## src/rtl/conversor_bcd_serial.sv

```systemverilog
// Serial binary-to-BCD converter (shift-and-add-3), one bit per clock.
// Define CONVERSOR_BCD_SINAL_EN for two's-complement input with a Negativo sign output.
module conversor_bcd_serial #(
    parameter int LARGURA = 8,
    parameter int DIGITOS = 3
) (
    input  logic                   Clock,
    input  logic                   Reset_n,
    input  logic                   Inicio,
    input  logic [LARGURA-1:0]     Binario,
    output logic                   Ocupado,
    output logic                   Pronto,
    output logic [4*DIGITOS-1:0]   BCD,
`ifdef CONVERSOR_BCD_SINAL_EN
    output logic                   Negativo,
`endif
    output logic [1:0]             estado_o
);

    localparam int BW = 4 * DIGITOS;
    localparam int CW = $clog2(LARGURA + 1);

    // Decimal digit count of 2^largura-1, i.e. ceil(largura*log10(2)).
    function automatic int min_digitos(input int largura);
        longint unsigned v;
        int              d;
        v = (64'd1 << largura) - 64'd1;
        d = 0;
        for (int i = 0; i < 20; i++) begin
            if (v != 0) begin
                d++;
                v = v / 10;
            end
        end
        return d;
    endfunction

    if (LARGURA < 4 || LARGURA > 32) begin : g_err_largura
        $error("conversor_bcd_serial: LARGURA must be in 4..32");
    end
    if (DIGITOS < min_digitos(LARGURA)) begin : g_err_digitos
        $error("conversor_bcd_serial: DIGITOS too small for LARGURA");
    end

    typedef enum logic [1:0] {
        OCIOSO   = 2'd0,
        CONVERTE = 2'd1,
        FIM      = 2'd2
    } estado_t;

    estado_t              estado_q;
    logic [LARGURA-1:0]   desloc_q;
    logic [BW-1:0]        trab_q;
    logic [BW-1:0]        bcd_q;
    logic [CW-1:0]        cont_q;
    logic                 ocupado_q;
    logic                 pronto_q;

    logic [LARGURA-1:0]   magnitude;
    logic [BW-1:0]        trab_corr;
    logic [BW+LARGURA-1:0] conc;
    logic [BW-1:0]        trab_d;
    logic [LARGURA-1:0]   desloc_d;

`ifdef CONVERSOR_BCD_SINAL_EN
    logic sinal_q;
    logic negativo_q;
    // Unsigned negation: the most negative value maps to 2^(LARGURA-1).
    assign magnitude = Binario[LARGURA-1] ? (~Binario + LARGURA'(1)) : Binario;
    assign Negativo  = negativo_q;
`else
    assign magnitude = Binario;
`endif

    // One double-dabble step: add 3 to every digit >= 5, then shift in the next bit.
    always_comb begin
        trab_corr = trab_q;
        for (int k = 0; k < DIGITOS; k++) begin
            if (trab_q[4*k +: 4] >= 4'd5) begin
                trab_corr[4*k +: 4] = trab_q[4*k +: 4] + 4'd3;
            end
        end
        conc = {trab_corr, desloc_q} << 1;
    end

    assign trab_d   = conc[BW+LARGURA-1:LARGURA];
    assign desloc_d = conc[LARGURA-1:0];

    always_ff @(posedge Clock or negedge Reset_n) begin
        if (!Reset_n) begin
            estado_q   <= OCIOSO;
            desloc_q   <= '0;
            trab_q     <= '0;
            bcd_q      <= '0;
            cont_q     <= '0;
            ocupado_q  <= 1'b0;
            pronto_q   <= 1'b0;
`ifdef CONVERSOR_BCD_SINAL_EN
            sinal_q    <= 1'b0;
            negativo_q <= 1'b0;
`endif
        end else begin
            pronto_q <= 1'b0;
            case (estado_q)
                OCIOSO: begin
                    if (Inicio) begin
                        desloc_q  <= magnitude;
                        trab_q    <= '0;
                        cont_q    <= CW'(LARGURA);
                        ocupado_q <= 1'b1;
`ifdef CONVERSOR_BCD_SINAL_EN
                        sinal_q   <= Binario[LARGURA-1];
`endif
                        estado_q  <= CONVERTE;
                    end
                end
                CONVERTE: begin
                    trab_q   <= trab_d;
                    desloc_q <= desloc_d;
                    cont_q   <= cont_q - CW'(1);
                    if (cont_q == CW'(1)) begin
                        estado_q <= FIM;
                    end
                end
                FIM: begin
                    bcd_q      <= trab_q;
                    pronto_q   <= 1'b1;
                    ocupado_q  <= 1'b0;
`ifdef CONVERSOR_BCD_SINAL_EN
                    negativo_q <= sinal_q;
`endif
                    estado_q   <= OCIOSO;
                end
                default: begin
                    ocupado_q <= 1'b0;
                    estado_q  <= OCIOSO;
                end
            endcase
        end
    end

    assign Ocupado  = ocupado_q;
    assign Pronto   = pronto_q;
    assign BCD      = bcd_q;
    assign estado_o = estado_q;

endmodule

```

## config.mk

```make
export PLATFORM = sky130hd
export DESIGN_NAME = conversor_bcd_serial
export DESIGN_NICKNAME = d
export VERILOG_FILES = /design/src/rtl/conversor_bcd_serial.sv
export SDC_FILE = /design/constraint.sdc
export NUM_CORES = 1
export LEC_CHECK = 0
export ABC_AREA = 1
export BUFFER_PORTS_ARGS = -buffer_cell sky130_fd_sc_hd__buf_2
export CORE_ASPECT_RATIO = 1.2
export CORE_UTILIZATION = 50
export DETAILED_ROUTE_END_ITERATION = 12
export PLACE_DENSITY = 0.73
export SLEW_MARGIN = 40
export SYNTH_ARGS = -nofsm -noshare
export SYNTH_HDL_FRONTEND = slang
export SYNTH_SLANG_ARGS = --single-unit
```

## constraint.sdc

```tcl
create_clock -name Clock -period 1.62 [get_ports Clock]
set_input_delay 0.081 -clock Clock [delete_from_list [all_inputs] [get_ports Clock]]
set_output_delay 0.081 -clock Clock [all_outputs]
set_load 0.05 [all_outputs]
```

After elaboration in Yosys (flattened, before gate mapping):

Index checks and enable logic that the tools add are counted.

* bits in read-only memories: 0
* memories kept: 0
* output and inout bits: 16
* logic and storage cells: 40
* latch bits: 0
* memory bits (writable): 0
* register bits: 40
* input bits: 11

* bitwise logic cells: 1
* reduce and logical (&&, ||, !) cells: 5
* eq/ne operators: 5
* add/subtract/negate cells: 4
* shift operators: 0
* div/mod/pow operators: 0
* order comparisons: 3
* $mul: 0
* multiplexer cells: 15

Operators by type and width (count)
* 12-bit case mux with 2 select lines: 1
* 8-bit case mux with 2 select lines: 1
* 4-bit by 3-bit >= comparator with 1-bit output, second input constant: 3
* 12-bit 2-to-1 mux: 1
* 4-bit 2-to-1 mux: 3
* 4-bit by 2-bit adder with 4-bit output, second input constant: 2
* 8-bit 2-to-1 mux: 1
* 4-bit case mux with 2 select lines: 1
* 2-bit AND reduction: 3
* 4-bit by 1-bit == test with 1-bit output, second input constant: 1
* 2-bit 2-to-1 mux: 2
* 2-bit inequality test, second input constant: 2
* 2-bit case mux with 2 select lines: 1
* 4-bit by 1-bit subtractor with 4-bit output, second input constant: 1
* 3-bit by 2-bit adder with 3-bit output, second input constant: 1
* 3-bit 2-to-1 mux: 1
* 2-bit by 1-bit == test with 1-bit output, second input constant: 1
* 2-bit == test, second input constant: 1
* 2-bit logical NOT: 1
* 1-bit 2-to-1 mux: 2
* 1-bit case mux with 2 select lines: 1
* 2-bit nonzero test: 1
* 1-bit inverter: 1

Longest topological paths before layout:

* depth in word-level cells: 3
* mapped depth: 8
* mapped depth without buffers: 8

Worst setup path before layout:

Ideal clock, no wire load.

* kind: register to register
* start: reg estado_q[1], in the netlist estado_o[1]
* end: reg bcd_q[3], in the netlist BCD[3]
* arrival time: 1247 ps
* buffers on the path: 1
* clock period less this slack: 1375 ps
* slack: 245 ps
* setup time: 128 ps
* stages on the path, launching flop included: 7
* required time: 1492 ps
* cells stage by stage: dfrtp_1 -> inv_2 -> nor2_2 -> inv_2 -> buf_4 -> nand2_1 -> o21ai_0

* cells in the longest elaborated chain, start to end: 1

RTL lines
* from (decl): RTL line 51 `estado_t estado_q;`
* from (signal assigned): RTL line 91 `estado_q <= OCIOSO;`
* from (signal assigned): RTL line 114 `estado_q <= CONVERTE;`
* from (signal assigned): RTL line 122 `estado_q <= FIM;`
* 2-bit == test: RTL line 104 `case (estado_q)`
* to (signal assigned): RTL line 126 `bcd_q <= trab_q;`
* to (decl): RTL line 54 `logic [BW-1:0] bcd_q;`

Every way passes these cells.
A chain may end at the register's enable or synchronous reset.

Worst setup path after layout:

* start: reg trab_q[4]
* end: reg trab_q[5]

* cells in the longest elaborated chain, start to end: 3
* elaborated cells on any way between the ends: 4
* classes of those cells: add/sub: 1; order compare: 1; mux: 2

RTL lines
* from (decl): RTL line 53 `logic [BW-1:0] trab_q;`
* from (signal assigned): RTL line 118 `trab_q <= trab_d;`
* 4-bit by 2-bit adder with 4-bit output or 4-bit by 3-bit >= comparator with 1-bit output (tied branches): RTL line 80, 79
* 4-bit 2-to-1 mux (*): RTL line 79 `if (trab_q[4*k +: 4] >= 4'd5) begin`
* 12-bit case mux with 2 select lines (*): RTL line 104

Mark *: on every way between the ends. The rest lies on a longest branch, timed or not.

==> results.md <==
* Status: completed
* Initial Util at 52.66%
* Switching Share at 47.11%
* PwrDens at 2022 nW/µm²
* GRT Overall Usage at 19.80%
* Seq pwr share at 37.4%
* CP arrival at 1.59 ns
* Via count at 1499
* Final Hold Fails at 0
* H-Tree Depth at 2
* Worst path required time at 1.85 ns
* Post-Synthesis Cell Area at 1929 µm²
* Final nets at 274
* Delay-heaviest family, CP: simple AND/OR/NAND/NOR gates
* Slew HR at 72.44%
* # fillers at 350
* Area grow syn2layout at 13.49%
* Worst-path cell chain: inv_1 > ha_1 > inv_1 > nand2_1 > nand3_1 > nand2_1 > nand3_1 > nand2_1
* Max-cap violations at 0
* Proportion of layout cells with a drive suffix above 1 at 17.65%
* Clock transition at the registers of the reported paths at 0.07 ns
* Final Max Slew Viols at 0
* Pin count of the biggest net entering global routing at 41
* Setup TNS at 0 ns
* Initial antenna violation count at 0
* Global route total overflow at 0
* Critical path fanouts, max at 5
* Hold/Removal Path Class: input pin to register
* # IOs at 27
* Psw at 2.086 mW
* Int Power at 2.342 mW
* Hpwl dp at 2249 µm
* Min Tclk post-route at 1.362 ns
* Diodes inserted at 0
* Worst hold slack at 0.01162 ns
* WS Path Type: register to register
* Input/output buffers at 26
* Drt first-iter violations at 70
* Most frequent cells in the layout: nand2_1 (78), dfrtp_1 (40), buf_2 (26)
* Critical-path top delay cell: dfrtp_1
* DP Cell Count at 298
* Distinct cells, synth at 23
* Die extent in y at 70.05 µm
* Most Frequent Cell on Critical Path: nand2_1
* Root Buffer: clkbuf_8
* CP Capture Type: register
* Unrepaired setup endpoints after global routing: no
* Skew final at 0.003739 ns
* Clk pwr share at 13.8%
* Worst VDD drop at 0.8035 mV
* DRT antenna net count at 0
* Final setup violating endpoints at 0
* Vias in the first global route at 1394
* Synth Area per Inst at 8.613 µm²
* DRT Wirelength at 3340 µm
* Flops & latches, synth at 40
* Clock sinks at 40
* Combinational share of power at 48.8%
* CTS tree: yes
* Yosys synthesis warning count at 0
* Synth Net Count at 243
* Avg WL per Cell at 10.88 µm
* Crit path launch type: register
* Routed vias/inst at 4.883
* Fraction of the yosys area taken by sequential cells at 51.88%
* DRT Pass-1 Iters at 4
* Crit-path max cell delay at 0.41 ns
* Slew @ Worst Pin at 0.4130 ns
* Max frequency at 734.4 MHz
* Buffers & Inverters on Critical Path at 2
* Leak at 1.158 nW
* Residual DRC at 0
* Die span in x at 58.71 µm
* CTS resizes at 0
* Post-Syn Instances at 224
* Placer Congestion at 0.8582
* Layout Cells excl Fill at 307
* Fin crit share at 84.05%
* # rows at 24
* TritonCTS buffer count at 5
* Clk buf depth at 2
* Global-route wire length before repair at 6037 µm
* Die area at 4112 µm²
* Placeable Area at 3664 µm²
* Most common cell after layout, fill and taps aside: nand2_1
* Worst skew pair latency at 0.29 ns
[final timing paths]
kind / startpoint / endpoint / slack, ns / depth (start not counted)
hold reg to reg: Ocupado / Ocupado / 0.47 / 2
setup reg to reg: trab_q[4] / trab_q[5] / 0.26 / 8
min in group asynchronous: Reset_n / Ocupado / 0.28 / 3
max in group asynchronous: Reset_n / trab_q[8] / 1.14 / 3
hold / removal: Binario[5] / desloc_q[5] / 0.01 / 3
setup / recovery: trab_q[4] / trab_q[5] / 0.26 / 8
[flip-flops by register name, summed over array words and instances (netlist names)]
signal and cells:
Ocupado 1, desloc_q 8, BCD 12, trab_q 12, Pronto 1, estado_o 2, cont_q 4
[timing repair]
item                                   CTS  global route
hold buffers                             2             0
endpoints found under the hold margin   41             0
setup buffers                            0             0
[through the flow]
step | total power [mW] | setup WS (ns) | instance area, µm² | util [%]
2_1_floorplan | 3.437 | 0.2448 | 1929 | -
3_3_place_gp | 3.787 | 0.3420 | 2092 | 57.10
3_5_place_dp | 3.841 | 0.3286 | 2092 | 57.10
4_1_cts | 4.470 | 0.2840 | 2190 | 59.77
5_1_grt | 4.846 | 0.1473 | 2190 | 59.77
6_report | 4.428 | 0.2584 | 2190 | 59.77
[power groups by stage]
| stage | logic [mW] | registers (mW) | clock network (mW) |
|---|---|---|---|
| after floorplan | 1.33 | 2.11 | 0 |
| after global placement | 2.13 | 1.66 | 0 |
| after detailed placement | 2.17 | 1.67 | 0 |
| after CTS | 2.18 | 1.65 | 0.638 |
| after global routing | 2.46 | 1.71 | 0.671 |
| final | 2.16 | 1.66 | 0.611 |
[Yosys cell counts (all sizes together)]
library cell  count  area [µm²]
nand3            23       120.1
buf               5       52.55
o211ai            1       7.510
o21ai            22       110.1
nand4             6       37.54
or2               1       6.260
inv              25       96.35
nor2              7       31.28
dfrtp            40        1001
o21bai            1       7.510
nand2            82       341.6
o22ai             2       12.51
nor3              1       5.000
ha                8       100.1
[logic make-up after synthesis]
| kind of cell | count (synthesis) | synth area share, % |
|---|---|---|
| AND/OR/NAND/NOR | 120 | 28.08 |
| flip-flops | 40 | 51.88 |
| adder cells (fa/ha/maj) | 8 | 5.188 |
| AO/OA/AOI/OAI | 26 | 7.134 |
| buffers and inverters | 30 | 7.718 |
[metal layers]
metal / up-vias / global-route usage, % / share of wire, %
li1: 781 / - / -
met3: 6 / 5.000 / 2.9
met2: 27 / 30.27 / 46
met5: - / 0 / 0
met1: 685 / 25.68 / 49
met4: 0 / 10.32 / 2.3
[worst register-to-register path, stage by stage (launching register included)]
cell and delay (ns):
dfrtp_1 0.41, inv_1 0.17, ha_1 0.22, inv_1 0.05
nand2_1 0.13, nand3_1 0.11, nand2_1 0.09, nand3_1 0.07
nand2_1 0.07
[final cells by class]
type                    instances  area (µm²)  share of cell area [%]
flip-flops and latches         40        1001                   45.71
inverters                      25       96.34                   4.400
clock inverters                 1       5.005                  0.2286
multi-input cells             154       779.5                   35.60
clock buffers                   6       72.57                   3.314
well taps                      52       65.06                   2.971
repair buffers                 29       170.2                   7.771
Power figures use the tool's default switching activity.
